$ cat config.mk
export PLATFORM = sky130hd
export DESIGN_NAME = muldiv_unit_flat
export DESIGN_NICKNAME = d
export VERILOG_FILES = /design/src/rtl/muldiv_unit_if.sv /design/src/rtl/muldiv_unit.sv /design/src/flat_wrapper.sv
export SDC_FILE = /design/constraint.sdc
export NUM_CORES = 2
export LEC_CHECK = 0
export CAP_MARGIN = 20
export CORE_MARGIN = 2
export CORE_UTILIZATION = 45
export DETAILED_ROUTE_END_ITERATION = 8
export GPL_ROUTABILITY_DRIVEN = 1
export PLACE_DENSITY = 0.72
export SYNTH_ARGS = -nofsm -noshare
export SYNTH_HDL_FRONTEND = slang
export SYNTH_SLANG_ARGS = --single-unit
$ cat constraint.sdc
create_clock -name clk -period 6 [get_ports clk]
set_input_delay 1.2 -clock clk [delete_from_list [all_inputs] [get_ports clk]]
set_output_delay 1.2 -clock clk [all_outputs]
set_load 0.01 [all_outputs]
$ cat src/rtl/muldiv_unit_if.sv
// Request/response bundle between the core's decode/control stage and the
// iterative multiply/divide unit.
interface muldiv_unit_if #(
  parameter int XLEN = 64
);
  logic            in_valid;
  logic            in_ready;
  logic [2:0]      funct3;
  logic [XLEN-1:0] op_a;
  logic [XLEN-1:0] op_b;
  logic            flush;
  logic            out_valid;
  logic            out_ready;
  logic [XLEN-1:0] result;
  logic            busy;

  modport master (
    output in_valid, funct3, op_a, op_b, flush, out_ready,
    input  in_ready, out_valid, result, busy
  );

  modport slave (
    input  in_valid, funct3, op_a, op_b, flush, out_ready,
    output in_ready, out_valid, result, busy
  );
endinterface

$ cat src/rtl/muldiv_unit.sv
// Iterative RV64M multiply/divide unit: one result bit per cycle on unsigned
// magnitudes, with sign correction applied in a single fix-up cycle.
module muldiv_unit #(
  parameter int XLEN = 64,
  parameter int CNTW = $clog2(XLEN) + 1
) (
  input  logic         clk,
  input  logic         rst,
  muldiv_unit_if.slave io
);

  typedef enum logic [1:0] {
    S_IDLE,
    S_CALC,
    S_FIX,
    S_DONE
  } state_t;

  localparam logic [XLEN-1:0] MIN_NEG = {1'b1, {(XLEN-1){1'b0}}};

  state_t            state_q;
  logic [2:0]        funct3_q;
  logic              sa_q;
  logic              sb_q;
  logic [XLEN-1:0]   bop_q;
  logic [2*XLEN-1:0] acc_q;
  logic [CNTW-1:0]   count_q;
  logic              in_ready_q;
  logic              out_valid_q;
  logic              busy_q;
  logic [XLEN-1:0]   result_q;

  logic              signed_a;
  logic              signed_b;
  logic              a_neg;
  logic              b_neg;
  logic [XLEN-1:0]   a_mag;
  logic [XLEN-1:0]   b_mag;
  logic              b_zero;
  logic              div_ovf;
  logic              special;
  logic [XLEN-1:0]   special_res;

  logic [XLEN:0]     mul_sum;
  logic [2*XLEN-1:0] mul_next;
  logic [XLEN:0]     div_sh;
  logic [XLEN:0]     div_diff;
  logic [2*XLEN-1:0] div_next;

  logic [2*XLEN-1:0] prod_fix;
  logic [XLEN-1:0]   quo_fix;
  logic [XLEN-1:0]   rem_fix;
  logic [XLEN-1:0]   fix_res;

  assign io.in_ready  = in_ready_q;
  assign io.out_valid = out_valid_q;
  assign io.busy      = busy_q;
  assign io.result    = result_q;

  // Which operands are interpreted as two's complement for the incoming op.
  always_comb begin
    signed_a = 1'b0;
    signed_b = 1'b0;
    case (io.funct3)
      3'd1, 3'd4, 3'd6: begin
        signed_a = 1'b1;
        signed_b = 1'b1;
      end
      3'd2:    signed_a = 1'b1;
      default: ;
    endcase
  end

  assign a_neg = signed_a & io.op_a[XLEN-1];
  assign b_neg = signed_b & io.op_b[XLEN-1];
  assign a_mag = a_neg ? -io.op_a : io.op_a;
  assign b_mag = b_neg ? -io.op_b : io.op_b;

  // Divide by zero and signed overflow bypass the iteration entirely.
  assign b_zero  = (io.op_b == '0);
  assign div_ovf = (io.op_a == MIN_NEG) && (io.op_b == '1);
  assign special = io.funct3[2] && (b_zero || (div_ovf && !io.funct3[0]));

  always_comb begin
    special_res = '0;
    if (b_zero) begin
      special_res = io.funct3[1] ? io.op_a : '1;
    end else begin
      special_res = io.funct3[1] ? '0 : io.op_a;
    end
  end

  // Shift-add: acc = {partial product high, remaining multiplier bits}.
  assign mul_sum  = {1'b0, acc_q[2*XLEN-1:XLEN]} + (acc_q[0] ? {1'b0, bop_q} : '0);
  assign mul_next = {mul_sum, acc_q[XLEN-1:1]};

  // Restoring divide: acc = {partial remainder, dividend/quotient bits}.
  assign div_sh   = acc_q[2*XLEN-1:XLEN-1];
  assign div_diff = div_sh - {1'b0, bop_q};
  assign div_next = div_diff[XLEN] ? {div_sh[XLEN-1:0], acc_q[XLEN-2:0], 1'b0}
                                   : {div_diff[XLEN-1:0], acc_q[XLEN-2:0], 1'b1};

  always_comb begin
    prod_fix = (sa_q ^ sb_q) ? -acc_q : acc_q;
    quo_fix  = (sa_q ^ sb_q) ? -acc_q[XLEN-1:0] : acc_q[XLEN-1:0];
    rem_fix  = sa_q ? -acc_q[2*XLEN-1:XLEN] : acc_q[2*XLEN-1:XLEN];
    case (funct3_q)
      3'd0:             fix_res = prod_fix[XLEN-1:0];
      3'd1, 3'd2, 3'd3: fix_res = prod_fix[2*XLEN-1:XLEN];
      3'd4, 3'd5:       fix_res = quo_fix;
      default:          fix_res = rem_fix;
    endcase
  end

  always_ff @(posedge clk or negedge rst) begin
    if (!rst) begin
      state_q     <= S_IDLE;
      funct3_q    <= '0;
      sa_q        <= 1'b0;
      sb_q        <= 1'b0;
      bop_q       <= '0;
      acc_q       <= '0;
      count_q     <= '0;
      in_ready_q  <= 1'b1;
      out_valid_q <= 1'b0;
      busy_q      <= 1'b0;
      result_q    <= '0;
    end else begin
      case (state_q)
        S_IDLE: begin
          if (!io.flush && io.in_valid) begin
            funct3_q   <= io.funct3;
            sa_q       <= a_neg;
            sb_q       <= b_neg;
            // Multiplicand or divisor stays put; the other operand is shifted.
            bop_q      <= io.funct3[2] ? b_mag : a_mag;
            acc_q      <= {{XLEN{1'b0}}, (io.funct3[2] ? a_mag : b_mag)};
            count_q    <= CNTW'(XLEN);
            in_ready_q <= 1'b0;
            if (special) begin
              state_q     <= S_DONE;
              result_q    <= special_res;
              out_valid_q <= 1'b1;
            end else begin
              state_q <= S_CALC;
              busy_q  <= 1'b1;
            end
          end
        end
        S_CALC: begin
          if (io.flush) begin
            state_q    <= S_IDLE;
            busy_q     <= 1'b0;
            in_ready_q <= 1'b1;
          end else begin
            acc_q   <= funct3_q[2] ? div_next : mul_next;
            count_q <= count_q - 1'b1;
            if (count_q == CNTW'(1)) begin
              state_q <= S_FIX;
            end
          end
        end
        S_FIX: begin
          busy_q <= 1'b0;
          if (io.flush) begin
            state_q    <= S_IDLE;
            in_ready_q <= 1'b1;
          end else begin
            state_q     <= S_DONE;
            result_q    <= fix_res;
            out_valid_q <= 1'b1;
          end
        end
        S_DONE: begin
          // A flush together with out_ready still abandons the result.
          if (io.flush || io.out_ready) begin
            state_q     <= S_IDLE;
            out_valid_q <= 1'b0;
            in_ready_q  <= 1'b1;
          end
        end
        default: begin
          state_q     <= S_IDLE;
          in_ready_q  <= 1'b1;
          out_valid_q <= 1'b0;
          busy_q      <= 1'b0;
        end
      endcase
    end
  end

endmodule

$ cat src/flat_wrapper.sv
// flat-port wrapper written by rule: the top's interface ports become plain ports
module muldiv_unit_flat 
#(
  parameter int XLEN = 64,
  parameter int CNTW = $clog2(XLEN) + 1
)
  (clk, rst, io_in_valid, io_funct3, io_op_a, io_op_b, io_flush, io_out_ready, io_in_ready, io_out_valid, io_result, io_busy);
  muldiv_unit_if #(.XLEN(XLEN)) io_i ();
  input  logic clk;
  input  logic rst;
  input wire logic [$bits(io_i.in_valid)-1:0] io_in_valid;
  input wire logic [$bits(io_i.funct3)-1:0] io_funct3;
  input wire logic [$bits(io_i.op_a)-1:0] io_op_a;
  input wire logic [$bits(io_i.op_b)-1:0] io_op_b;
  input wire logic [$bits(io_i.flush)-1:0] io_flush;
  input wire logic [$bits(io_i.out_ready)-1:0] io_out_ready;
  output wire logic [$bits(io_i.in_ready)-1:0] io_in_ready;
  output wire logic [$bits(io_i.out_valid)-1:0] io_out_valid;
  output wire logic [$bits(io_i.result)-1:0] io_result;
  output wire logic [$bits(io_i.busy)-1:0] io_busy;
  assign io_i.in_valid = io_in_valid;
  assign io_i.funct3 = io_funct3;
  assign io_i.op_a = io_op_a;
  assign io_i.op_b = io_op_b;
  assign io_i.flush = io_flush;
  assign io_i.out_ready = io_out_ready;
  assign io_in_ready = io_i.in_ready;
  assign io_out_valid = io_i.out_valid;
  assign io_result = io_i.result;
  assign io_busy = io_i.busy;
  muldiv_unit #(.XLEN(XLEN), .CNTW(CNTW)) u_core (.clk(clk), .rst(rst), .io(io_i));
endmodule
==> impl_metrics.ini <==
[outcome]
status = completed

[floorplan]
num_rows = 96
die_y_um = 267
die_area_um2 = 71400
core_area_um2 = 68600
die_w_um = 267
start_util_pct = 45.5
ios = 203

[timing]
final-hold-violation-count = 0
worst_pin_slew_ns = 1.17
finalWorstSetupSlack_ns = 1.03
post-route-period-util_pct = 82.8
rsz0062_at_grt = false
tns_ns = 0
skew_ns = 0.0240
relSlewSlack_pct = 21.4
slew_violations = 0
fin_crit_ns = 4.97
fmax_mhz = 201
setup_viol = 0

[clock_tree]
h-tree-depth = 2
numCtsBuffers = 36
insertion_delay_ns = 0.58
clock-sinks = 273
post_cts_buffers = 0
tritoncts = built
cts_resized = 0
cts_max_path_buffers = 3
hold_buffers = 0
cts-root-buf = clkbuf_16
cts.clk_slew.worst_paths_ns = 0.06

[synthesis]
synth_most_common_cell = nor2_1
synth_top_area_share_pct = 21.8
yosysSeqAreaShare_pct = 21.9
async_reset_ff_share_pct = 100
synth_nets = 4630
synth.distinct_cells = 96
syn_inst = 4352
yosys.area.top_type = dfrtp_1
yosysWarnings = 0
ys_ff_latch = 273
synth_commonest_cells = nor2_1, a21oi_1, o21ai_0, nand2_1, clkbuf_1
yosys-top-cells-area = dfrtp_1, a21oi_1, o21ai_0
synth_flop_cell = dfrtp_1
syn_area_um2 = 31200
synth_edf_count = 0
avgSynthCellArea_um2 = 7.16

[routing]
vias = 34206
routedWlPerCell_um = 25.6
wl_mm = 135
vias_per_cell = 6.47
drc = 0
dr.pass1.iters = 6
drtIter0Drc = 4642
ant_nets = 0

[global_route]
grt_use_total_pct = 36.9
antenna_found_initial = 1
grt_max_degree = 115
grt_pass1_vias = 31264
grt_remaining_overflow = 0
grt_first_pass_wirelength_mm = 200

[critical_path]
crit_fanout = 39
cp-end-kind = flop
r2r_cells = 16
start_kind = flop
r2r_slack_ns = 1.03
critPathKind = flop to flop
crit_required_ns = 6.46
arrival_ns = 5.43

[place]
portBuffers = 202
routabilityCongestion = 1.05
hpwlAfterDp_mm = 105
placedCellCount = 5225
post-place-ws_ns = 0.626

[layout]
instances_no_fill = 5288
syn_to_final_growth_pct = 12.6
drive_gt1_share_pct = 6.15
diodes = 0
nets = 4610

[power]
ir_worst_vdd_uv = 387
p_per_area_nw_per_um2 = 648
fin_total_pwr_mw = 22.7
p_leak_nw = 13.8

[worst_hold_path]
min_path_cells = 2
hold_class = flop to flop

[job]
drv_cap = 0
==> power breakdown <==
| group | total [mW] | switching [mW] | internal, mW |
|---|---|---|---|
| Clock | 2.29 | 0.942 | 1.35 |
| Combinational | 16.1 | 10.2 | 5.89 |
| Sequential | 4.33 | 1.64 | 2.68 |
| Total | 22.7 | 12.8 | 9.93 |
==> metal layers <==
metal	share of wire, %	vias to the layer above	global-route usage [%]	routed length, um
met1	41	16154	50.4	55300
met4	6.7	4	21.7	9090
met2	41	2031	53.7	55600
met5	0.077	-	1.04	104
li1	-	15680	-	-
met3	11	337	7.41	15000
==> final cells by class <==
type | instances | area (um2)
fillers | 6775 | 33500
flip-flops and latches | 273 | 6840
multi-input cells | 3613 | 22700
well taps | 931 | 1160
inverters | 130 | 488
clock buffers | 48 | 1040
clock inverters | 15 | 195
repair buffers | 278 | 2700
==> cells in the final DEF (no fill, tap or decap), types with 18 or more instances in the layout <==
cell and n:
o41ai_1 18, or4_1 19, mux2i_1 49, nor4_1 45, buf_4 68, dfrtp_1 270
nand3_1 72, a211oi_1 65, or2_2 19, inv_1 127, o211ai_1 26, a21oi_1 478
o22ai_1 35, nor3_1 115, o21bai_1 33, mux2_2 52, a22oi_1 34, o21a_1 21
nand2_1 423, a31oi_1 47, nand4_1 65, maj3_1 51, nor2_1 497, o21ai_0 427
nand2b_1 39, clkdlybuf4s50_1 200, o31ai_1 45, a221oi_1 22, clkbuf_16 37, ha_1 138
o21ai_1 19, or3_1 45, xnor2_1 192, o221ai_1 32, a21o_1 66, xor2_1 185
==> per-stage QoR <==
stage / area [um2] / utilization (%) / hold slack, ns
final: 35100 / 51.2 / 0.479
after global routing: 35100 / 51.2 / 0.507
after CTS: 35100 / 51.2 / 0.484
after detailed placement: 33900 / 49.4 / 0.472
after global placement: 33900 / 49.4 / 0.461
after floorplan: 31200 / - / 0.449
==> state kept, by name, indices dropped and copies added (netlist names) <==
signal and count:
u_core.io.in_ready 1, u_core.bop_q 64, u_core.state_q 2, u_core.funct3_q 3, u_core.sa_q 1, u_core.acc_q 128
u_core.sb_q 1, u_core.io.result 64, u_core.io.out_valid 1, u_core.count_q 7, u_core.io.busy 1
==> critical path: stages (launching register included) <==
cell and delay (ns):
dfrtp_1 0.47, inv_2 0.09, buf_4 0.41, nor2_1 0.11
ha_1 0.41, a21oi_1 0.26, o211ai_1 0.15, a21oi_1 0.17
o41ai_1 0.10, buf_4 0.18, a311oi_1 0.69, o21ai_0 0.40
a31oi_1 0.41, o21ai_0 0.22, a221oi_1 0.36, mux2i_1 0.14
a32o_1 0.27
==> cell families after synthesis <==
| kind of cell | synth area share, % |
|---|---|
| fa+ha+maj | 7.39 |
| flops | 21.9 |
| mux | 3.45 |
| buf+inv | 5.82 |
| simple gates | 22.1 |
| compound gates | 28.7 |
| xor+xnor | 10.6 |
==> final timing paths <==
kind | from | endpoint
setup / recovery | u_core.acc_q[0] | u_core.acc_q[126]
hold / removal | u_core.io.result[47] | u_core.io.result[47]
setup reg to reg | u_core.acc_q[0] | u_core.acc_q[126]
hold reg to reg | u_core.io.result[47] | u_core.io.result[47]
max in group asynchronous | rst | u_core.acc_q[122]
min in group asynchronous | rst | u_core.state_q[0]
Note: power is estimated with default switching activity, not from simulation.
